[src/rtl/atm_pkg.sv]
// Shared encodings for the ATM session controller: FSM state codes, front-panel
// input codes and the status event codes shown on the display.
package atm_pkg;

    localparam logic [3:0] S_IDLE     = 4'd0;
    localparam logic [3:0] S_LANG     = 4'd1;
    localparam logic [3:0] S_PIN      = 4'd2;
    localparam logic [3:0] S_SERVICE  = 4'd3;
    localparam logic [3:0] S_DEPOSIT  = 4'd4;
    localparam logic [3:0] S_WITHDRAW = 4'd5;
    localparam logic [3:0] S_BALANCE  = 4'd6;
    localparam logic [3:0] S_ANOTHER  = 4'd7;

    typedef enum logic [2:0] {
        ST_NONE     = 3'd0,
        ST_OK       = 3'd1,
        ST_BADPIN   = 3'd2,
        ST_LOCKED   = 3'd3,
        ST_NOFUNDS  = 3'd4,
        ST_OVERFLOW = 3'd5,
        ST_TIMEOUT  = 3'd6,
        ST_BYE      = 3'd7
    } status_e;

    typedef enum logic [2:0] {
        SVC_NONE     = 3'b000,
        SVC_DEPOSIT  = 3'b001,
        SVC_WITHDRAW = 3'b010,
        SVC_BALANCE  = 3'b011
    } service_e;

    typedef enum logic [1:0] {
        LANG_NONE = 2'b00,
        LANG_EN   = 2'b01,
        LANG_DE   = 2'b10
    } lang_e;

    // States in which the customer is expected to act and may therefore time out.
    function automatic logic is_timed_state(input logic [3:0] s);
        return (s == S_LANG) || (s == S_PIN) || (s == S_SERVICE) ||
               (s == S_DEPOSIT) || (s == S_WITHDRAW) || (s == S_ANOTHER);
    endfunction

endpackage

[src/rtl/atm_timeout_timer.sv]
// Idle-cycle down-counter: reloads on clear, counts down while ticking, and
// flags expired on the last tolerated cycle of a waiting state.
module atm_timeout_timer #(
    parameter int TIMEOUT_CYCLES = 5
) (
    input  logic clk,
    input  logic rst,
    input  logic clear,
    input  logic tick,
    output logic expired
);

    localparam int CNT_W = $clog2(TIMEOUT_CYCLES);
    localparam logic [CNT_W-1:0] LOAD = CNT_W'(TIMEOUT_CYCLES - 1);

    logic [CNT_W-1:0] cnt_q, cnt_d;

    always_comb begin
        cnt_d = cnt_q;
        if (clear) begin
            cnt_d = LOAD;
        end else if (tick && (cnt_q != '0)) begin
            cnt_d = cnt_q - 1'b1;
        end
    end

    always_ff @(posedge clk) begin
        if (rst) begin
            cnt_q <= LOAD;
        end else begin
            cnt_q <= cnt_d;
        end
    end

    assign expired = (cnt_q == '0);

endmodule

[src/rtl/atm_session_ctrl.sv]
// Multi-account ATM session controller with on-chip balances, PIN lockout and
// per-state timeout.
//   state    | meaning
//   IDLE     | no card, waiting for cardno != 0
//   LANG     | card accepted, waiting for language choice
//   PIN      | waiting for a PIN attempt
//   SERVICE  | waiting for deposit / withdraw / balance choice
//   DEPOSIT  | waiting for a non-zero amount to add
//   WITHDRAW | waiting for a non-zero amount to remove
//   BALANCE  | one-cycle balance report
//   ANOTHER  | waiting for another-service answer
module atm_session_ctrl
    import atm_pkg::*;
#(
    parameter int CARD_W         = 8,
    parameter int PIN_W          = 4,
    parameter int AMOUNT_W       = 5,
    parameter int BALANCE_W      = 8,
    parameter int NUM_ACCOUNTS   = 4,
    parameter int INIT_BALANCE   = 0,
    parameter int TIMEOUT_CYCLES = 5,
    parameter int MAX_PIN_TRIES  = 3
) (
    input  logic                 clk,
    input  logic                 rst,
    input  logic [CARD_W-1:0]    cardno,
    input  logic [1:0]           language,
    input  logic [PIN_W-1:0]     pin,
    input  logic                 pin_valid,
    input  logic [PIN_W-1:0]     correct_pin,
    input  logic [2:0]           service,
    input  logic [AMOUNT_W-1:0]  amount,
    input  logic                 another_valid,
    input  logic                 another_service,
    output logic [BALANCE_W-1:0] balance,
    output logic [1:0]           lang_sel,
    output logic [3:0]           state_o,
    output logic [2:0]           status,
    output logic                 status_valid,
    output logic                 session_active
);

    localparam int IDX_W = (NUM_ACCOUNTS > 1) ? $clog2(NUM_ACCOUNTS) : 1;
    localparam int TRY_W = $clog2(MAX_PIN_TRIES + 1);

    logic [3:0]           state_q, state_d;
    logic [IDX_W-1:0]     idx_q, idx_d;
    logic [1:0]           lang_q, lang_d;
    logic [TRY_W-1:0]     tries_q, tries_d;
    logic [BALANCE_W-1:0] bal_q [NUM_ACCOUNTS];
    logic [BALANCE_W-1:0] bal_d [NUM_ACCOUNTS];
    logic [NUM_ACCOUNTS-1:0] lock_q, lock_d;
    logic [2:0]           status_q, status_d;
    logic                 status_valid_q, status_valid_d;
    logic [BALANCE_W-1:0] balance_q, balance_d;
    logic                 active_q, active_d;

    logic                 qual;
    logic                 tmr_clear, tmr_tick, tmr_expired;
    logic [IDX_W-1:0]     card_idx;
    logic [BALANCE_W-1:0] cur_bal, amt_ext;
    logic [BALANCE_W:0]   sum;

    assign card_idx = cardno[IDX_W-1:0];
    assign cur_bal  = bal_q[idx_q];
    assign amt_ext  = BALANCE_W'(amount);
    assign sum      = {1'b0, cur_bal} + {1'b0, amt_ext};

    // Any consumed input restarts the idle window, including a wrong PIN attempt.
    assign tmr_tick  = is_timed_state(state_q);
    assign tmr_clear = qual || (state_d != state_q) || !tmr_tick;

    atm_timeout_timer #(
        .TIMEOUT_CYCLES(TIMEOUT_CYCLES)
    ) u_timer (
        .clk    (clk),
        .rst    (rst),
        .clear  (tmr_clear),
        .tick   (tmr_tick),
        .expired(tmr_expired)
    );

    always_comb begin
        state_d        = state_q;
        idx_d          = idx_q;
        lang_d         = lang_q;
        tries_d        = tries_q;
        bal_d          = bal_q;
        lock_d         = lock_q;
        status_d       = status_q;
        status_valid_d = 1'b0;
        qual           = 1'b0;

        case (state_q)
            S_IDLE: begin
                if (cardno != '0) begin
                    if (lock_q[card_idx]) begin
                        status_d       = ST_LOCKED;
                        status_valid_d = 1'b1;
                    end else begin
                        state_d = S_LANG;
                        idx_d   = card_idx;
                    end
                end
            end
            S_LANG: begin
                if ((language == LANG_EN) || (language == LANG_DE)) begin
                    qual    = 1'b1;
                    state_d = S_PIN;
                    lang_d  = language;
                end
            end
            S_PIN: begin
                if (pin_valid) begin
                    qual = 1'b1;
                    if (pin == correct_pin) begin
                        state_d = S_SERVICE;
                        tries_d = '0;
                    end else if (tries_q == TRY_W'(MAX_PIN_TRIES - 1)) begin
                        lock_d[idx_q]  = 1'b1;
                        status_d       = ST_LOCKED;
                        status_valid_d = 1'b1;
                        state_d        = S_IDLE;
                    end else begin
                        tries_d        = tries_q + 1'b1;
                        status_d       = ST_BADPIN;
                        status_valid_d = 1'b1;
                    end
                end
            end
            S_SERVICE: begin
                qual = 1'b1;
                case (service)
                    SVC_DEPOSIT:  state_d = S_DEPOSIT;
                    SVC_WITHDRAW: state_d = S_WITHDRAW;
                    SVC_BALANCE:  state_d = S_BALANCE;
                    default:      qual    = 1'b0;
                endcase
            end
            S_DEPOSIT: begin
                if (amount != '0) begin
                    qual           = 1'b1;
                    state_d        = S_ANOTHER;
                    status_valid_d = 1'b1;
                    if (sum[BALANCE_W]) begin
                        status_d = ST_OVERFLOW;
                    end else begin
                        bal_d[idx_q] = sum[BALANCE_W-1:0];
                        status_d     = ST_OK;
                    end
                end
            end
            S_WITHDRAW: begin
                if (amount != '0) begin
                    qual           = 1'b1;
                    state_d        = S_ANOTHER;
                    status_valid_d = 1'b1;
                    if (amt_ext > cur_bal) begin
                        status_d = ST_NOFUNDS;
                    end else begin
                        bal_d[idx_q] = cur_bal - amt_ext;
                        status_d     = ST_OK;
                    end
                end
            end
            S_BALANCE: begin
                qual           = 1'b1;
                state_d        = S_ANOTHER;
                status_d       = ST_OK;
                status_valid_d = 1'b1;
            end
            S_ANOTHER: begin
                if (another_valid) begin
                    qual = 1'b1;
                    if (another_service) begin
                        state_d = S_SERVICE;
                    end else begin
                        state_d        = S_IDLE;
                        status_d       = ST_BYE;
                        status_valid_d = 1'b1;
                    end
                end
            end
            default: state_d = S_IDLE;
        endcase

        // A qualifying input on the final tolerated cycle takes priority.
        if (tmr_tick && !qual && tmr_expired) begin
            state_d        = S_IDLE;
            status_d       = ST_TIMEOUT;
            status_valid_d = 1'b1;
        end

        if (state_d == S_IDLE) begin
            lang_d  = '0;
            tries_d = '0;
        end

        balance_d = (state_d == S_IDLE) ? '0 : bal_d[idx_d];
        active_d  = (state_d != S_IDLE);
    end

    always_ff @(posedge clk) begin
        if (rst) begin
            state_q        <= S_IDLE;
            idx_q          <= '0;
            lang_q         <= '0;
            tries_q        <= '0;
            lock_q         <= '0;
            status_q       <= ST_NONE;
            status_valid_q <= 1'b0;
            balance_q      <= '0;
            active_q       <= 1'b0;
            for (int i = 0; i < NUM_ACCOUNTS; i++) begin
                bal_q[i] <= BALANCE_W'(INIT_BALANCE);
            end
        end else begin
            state_q        <= state_d;
            idx_q          <= idx_d;
            lang_q         <= lang_d;
            tries_q        <= tries_d;
            lock_q         <= lock_d;
            status_q       <= status_d;
            status_valid_q <= status_valid_d;
            balance_q      <= balance_d;
            active_q       <= active_d;
            bal_q          <= bal_d;
        end
    end

    assign balance        = balance_q;
    assign lang_sel       = lang_q;
    assign state_o        = state_q;
    assign status         = status_q;
    assign status_valid   = status_valid_q;
    assign session_active = active_q;

endmodule

[config.mk]
export PLATFORM = sky130hd
export DESIGN_NAME = atm_session_ctrl
export DESIGN_NICKNAME = d
export VERILOG_FILES = /design/src/rtl/atm_pkg.sv /design/src/rtl/atm_timeout_timer.sv /design/src/rtl/atm_session_ctrl.sv
export SDC_FILE = /design/constraint.sdc
export NUM_CORES = 1
export LEC_CHECK = 0
export CORE_ASPECT_RATIO = 0.7
export CORE_UTILIZATION = 45
export CTS_CLUSTER_SIZE = 16
export DETAILED_ROUTE_END_ITERATION = 8
export GPL_ROUTABILITY_DRIVEN = 0
export PLACE_DENSITY = 0.69
export SKIP_CTS_REPAIR_TIMING = 1
export SLEW_MARGIN = 20
export SYNTH_ARGS = -nofsm -noshare
export SYNTH_HDL_FRONTEND = slang
export SYNTH_SLANG_ARGS = --single-unit
[constraint.sdc]
create_clock -name clk -period 3.7 [get_ports clk]
set_input_delay 0.74 -clock clk [delete_from_list [all_inputs] [get_ports clk]]
set_output_delay 0.74 -clock clk [all_outputs]
set_load 0.02 [all_outputs]
### Word-level counts from Yosys, hierarchy flattened

Cells that the tools add are included.

* multiplexer cells: 63
* add/subtract/negate cells: 4
* equality and inequality tests: 32
* bitwise operators: 4
* order comparisons: 7
* reduce and logical (&&, ||, !) cells: 34

Operator list (count)
* $mux W32: 4
* $bwmux W32: 2
* $pmux W32 S2: 1
* $mux W8: 5
* $mux W4: 9
* $mux W3: 11
* $bmux W8 S2: 2
* $pmux W4 S7: 1
* $pmux W3 S6: 1
* $reduce_and A9 Y1: 2
* $demux W8 S2: 1
* $eq A4 B3 Y1 const B: 4
* $mux W1: 15
* $ne A2 B2 Y1 const B: 7
* $mux W2: 6
* $ne A3 B2 Y1 const B: 4
* $pmux W4 S3: 1
* $add A8 B5 Y9: 1
* $eq A4 B2 Y1 const B: 2
* $gt A5 B8 Y1: 1
* $logic_not A4 Y1: 2
* $logic_or A1 B1 Y1: 8
* $reduce_bool A8 Y1: 1
* $reduce_or A2 Y1: 4
* 36 further kinds: 49

* flip-flop bits (word level): 62
* bits of input ports: 31
* output and inout bits: 19

### Longest topological paths before layout

* word-level depth: 13
* gate-level depth with buffers: 15

### Modules after synthesis

A second synthesis with hierarchy kept.

* cells, all modules: 528
* area total of the unflattened synthesis: 4429.2 um^2

Modules (own cells, without submodules)
* atm_session_ctrl: cells an instance 513, times used 1, area each 4270.3 um^2, seq. area each 1181.1 um^2
* atm_timeout_timer: cells an instance 15, times used 1, area each 158.9 um^2, seq. area each 60.1 um^2

### Worst setup path before layout

OpenSTA, ideal clock, no wires.

* path kind: reg-to-reg
* from: register idx_q[0]
* to: register balance_q[5] (netlist: balance[5])
* cell stages (with the launch flop): 15
* setup slack: -0.174 ns
* setup time: 0.117 ns
* path buffers: 4
* data required time: 3.583 ns
* clock period less this slack: 3.874 ns
* arrival time: 3.757 ns
* cells stage by stage: dfxtp_1 -> buf_6 -> clkbuf_1 -> mux4_2 -> ha_1 -> clkbuf_1 -> o21bai_1 -> a211oi_1 -> o31a_1 -> a21oi_1 -> nand2b_1 -> buf_4 -> a222oi_1 -> mux2i_1 -> a22o_1

* cells in the longest elaborated chain, start to end: 12
* elaborated cells on any way between the ends: 26

RTL lines
* start, declared: line atm_session_ctrl.sv:47 `logic [IDX_W-1:0] idx_q, idx_d;`
* start signal, assigned: line atm_session_ctrl.sv:219 `idx_q <= idx_d;`
* $not A2 Y3 (not written as such): line atm_session_ctrl.sv:65, atm_session_ctrl.sv:148, atm_session_ctrl.sv:161
* $bmux W8 S2 (tied with other cells): line atm_session_ctrl.sv:65 `assign cur_bal = bal_q[idx_q];`
* $mux W8 (not written as such) / $logic_and A1 B1 Y1 (equally long branches): line atm_session_ctrl.sv:65, atm_session_ctrl.sv:148, atm_session_ctrl.sv:161
* $mux W8, on equally long branches: line atm_session_ctrl.sv:65, atm_session_ctrl.sv:148, atm_session_ctrl.sv:161
* $sub A8 B5 Y8 (tied with other cells): line atm_session_ctrl.sv:161 `bal_d[idx_q] = cur_bal - amt_ext;`
* $bwmux W32, on equally long branches: line atm_session_ctrl.sv:161, atm_session_ctrl.sv:148
* $mux W32, on equally long branches: line atm_session_ctrl.sv:158, atm_session_ctrl.sv:145
* $mux W32, on equally long branches: line atm_session_ctrl.sv:154, atm_session_ctrl.sv:141
* $pmux W32 S2: line atm_session_ctrl.sv:94 `case (state_q)`
* $bmux W8 S2 (*): line atm_session_ctrl.sv:199 `balance_d = (state_d == S_IDLE) ? '0 : bal_d[idx_d];`
* $mux W8 (not written as such) (*) (2 in series): line atm_session_ctrl.sv:199
* end signal, assigned: line atm_session_ctrl.sv:225 `balance_q <= balance_d;`
* end, declared: line atm_session_ctrl.sv:55 `logic [BALANCE_W-1:0] balance_q, balance_d;`

Mark *: on every way between the ends. The rest lies on a longest branch, timed or not. The select of a mux whose other input is x is not followed.
A chain may end at the register's enable or synchronous reset.

### Worst setup path after layout

* from: register idx_q[0]
* to: register balance_q[3] (netlist: balance[3])

The elaborated chain is that of the path after synthesis.

==> impl_metrics.csv <==
group,metric,value,unit
clocking,cts.clk_slew.worst_paths,0.05,ns
place,dp_hpwl,9540,um
layout,multi_input_area,0.00266,mm2
worst_setup_path,critPathArrivalTime,3.83,ns
floorplan,num_rows,28,
yosys,synth_area,0.00407,mm2
power_and_ir_drop,p_leak,2.01,nW
floorplan,die_h,81.6,um
clocking,h-tree-depth,3,
yosys,synth_edf_count,0,
route,drt_iter0_markers,437,
timing,post-route-period-util,97.4,%
route,antenna_left,0,
floorplan,fp.dieW,116,um
layout,fin_nets,617,
layout,fin_util,62.1,%
yosys,synth_warnings,0,
worst_setup_path,crit_slowest_cell,"mux4_2",
timing,max_freq,277,MHz
clocking,root_buffer,"clkbuf_16",
timing,worst_slew_pin_slew,0.901,ns
floorplan,ios,50,
timing,fin_crit,3.60,ns
grt,grt_pass1_wl,20100,um
timing,fin_worst_skew,0.00881,ns
yosys,synth_top_area_share,30.5,%
timing,rsz0062_at_grt,"yes",
run,drv_cap,0,
worst_setup_path,cp_max_fo,13,
yosys,yosysSeqAreaShare,30.5,%
grt,track_usage,28.6,%
worst_setup_path,path_cells,"buf_12, mux4_2, ha_1, nor2b_1, o31a_1, o31ai_4, buf_4, nor2_1, a222oi_1, mux2i_1, a22o_1",
worst_setup_path,cp-end-kind,"flop",
clocking,numCtsBuffers,9,
layout,final_design_area_no_fill,0.00536,mm2
layout,ff_latch_area,0.00124,mm2
timing,report.final.slew_viol_count,0,
route,vias,4112,
clocking,cts_tree,"done",
timing,setup_viol,0,
worst_setup_path,path_class,"reg -> reg",
timing,hold_viol_final,0,
clocking,clk_latency,0.34,ns
yosys,synth.largest_area_cell,"dfxtp_1",
timing,postLayoutSetupSlackWorst,0.0952,ns
yosys,synth.most_common_cell,"nor2_1",
worst_setup_path,cp-start-kind,"flop",
outcome,status,"completed",
clocking,cts_buffer_depth,2,
grt,overflow,0,
yosys,ys_ff_latch,62,
route,drc,0,
grt,grt_max_degree,43,
power_and_ir_drop,p_per_area,341,mW/mm2
timing,relSlewSlack,39.1,%
yosys,synth_cell_types,77,
yosys,synth_area_per_cell,8.44,um2
place,place_ws,-0.140,ns
floorplan,start_util,47.2,%
worst_setup_path,crit_path_max_incr_delay,0.57,ns
yosys,synthTopCellsByArea,"dfxtp_1 (31%), nor2_1 (8.0%), mux4_2 (5.0%)",
layout,nFillCells,795,
clocking,cts_sinks,62,
floorplan,dieArea,0.00943,mm2
yosys,yosys-top-cells-count,"nor2_1 (87), dfxtp_1 (62), a21oi_1 (25), nand2_1 (19)",
route,avgRoutedWirePerCell,18.1,um
layout,drive_gt1_share,17.6,%
worst_setup_path,worstPathRequired,3.92,ns
layout,area_growth,31.6,%
yosys,synth_flop_cell,"dfxtp_1",
grt,antenna_found_initial,0,
route,wl,12600,um
route,firstDrtPassIters,8,
yosys,synth_fp_nets,529,
yosys,synthArstFlopShare,0,%
power_and_ir_drop,max-vdd-ir-drop,0.000315,V
route,viasPerCell,5.92,
yosys,syn_inst,482,
worst_hold_path,worstHoldPathType,"reg -> reg",
grt,grt_pass1_vias,3913,
floorplan,coreArea,0.00862,mm2
layout,diodes,0,
place,port_buffers,49,
place,dpl_cell_area,0.00499,mm2
critical path: cells and delay by family (launching register included):
family / cells / cell delay (ns)
AO/OA/AOI/OAI: 4 / 1.40
flip-flops: 1 / 0.38
buffers and inverters: 2 / 0.40
AND/OR/NAND/NOR: 2 / 0.25
multiplexers: 2 / 0.71
adder cells (fa/ha/maj): 1 / 0.35
logic make-up (layout without fill, tap and decap cells):
group	Yosys count	after routing	synth area share (%)
xor+xnor	18	18	3.87
other cells	1	1	0.0922
simple gates	194	194	23.6
mux	25	25	9.01
buf+inv	42	135	4.43
compound gates	124	124	23.2
flops	62	62	30.5
fa+ha+maj	16	16	5.29
flip-flops by register name (all words and copies together) (netlist names):
register        count
lock_q              4
state_o             4
bal_q              32
balance             8
session_active      1
status              3
idx_q               2
status_valid        1
u_timer.cnt_q       3
tries_q             2
lang_sel            2
placed cells by master (no fill, tap or decap), types with 3 or more instances in the layout:
cell type,Yosys,routed
a211oi_1,8,7
a221oi_1,5,5
o21a_1,3,3
a22o_1,7,7
o21ai_1,4,4
a222oi_1,6,6
o21ai_0,14,14
or4_1,4,4
nor2b_1,14,14
nand2b_1,9,8
inv_1,17,16
and3_1,7,7
nand3_1,6,6
and2_1,5,5
a31oi_1,3,3
nor4_1,8,8
clkbuf_16,0,9
clkdlybuf4s50_1,0,49
a221o_1,3,3
nor2_1,87,87
o31ai_1,4,4
a21o_1,3,3
a211oi_2,2,3
a22oi_1,6,6
buf_4,1,50
or3_1,6,6
xor2_1,8,8
mux2i_1,13,13
nor3_1,17,17
nand2_1,19,19
ha_1,14,14
dfxtp_1,62,61
mux4_2,9,9
a21oi_1,25,25
xnor2_1,10,10
final cells by class:
cell class	instances	share of cell area, %
clock buffer	11	4.72
clock inverter	5	1.52
inverter	18	1.26
multi-input combinational	378	49.6
sequential	62	23.2
tap	120	2.80
timing repair buffer	101	16.9
path summary, 6_finish.rpt:
path | cells after the start | endpoint | startpoint | slack (ns)
max reg2reg | 11 | balance[3]$_SDFF_PP0_ | idx_q[0]$_SDFF_PP0_ | 0.1
min | 2 | status[0]$_SDFFE_PP0P_ | status[0]$_SDFFE_PP0P_ | 0.46
min reg2reg | 2 | status[0]$_SDFFE_PP0P_ | status[0]$_SDFFE_PP0P_ | 0.46
max | 11 | balance[3]$_SDFF_PP0_ | idx_q[0]$_SDFF_PP0_ | 0.1
report_power, final:
part	switching (mW)	leakage [nW]	internal [mW]	total (mW)
combinational	0.112	1.35	0.0982	0.210
sequential	0.00881	0.501	0.672	0.681
clock	0.308	0.162	0.625	0.933
total	0.429	2.01	1.40	1.82
routing by layer:
layer,up-vias,part of all wire (%),GRT usage [%]
met5,-,0,0
met4,0,0.90,5.38
met3,15,9.9,10.3
met2,181,43,42.9
met1,1963,46,39.6
li1,1953,-,-
stage by stage:
stage	power, mW	TNS (ns)	instances	hold WS (ns)
after floorplan	0.798	0	482	0.431
after global placement	0.896	-0.0808	676	0.451
after detailed placement	0.899	-0.688	676	0.455
after CTS	1.83	-0.0691	692	0.463
after global routing	1.88	-0.0405	695	0.491
final	1.82	0	695	0.462
Note: power is estimated with default switching activity, not from simulation.
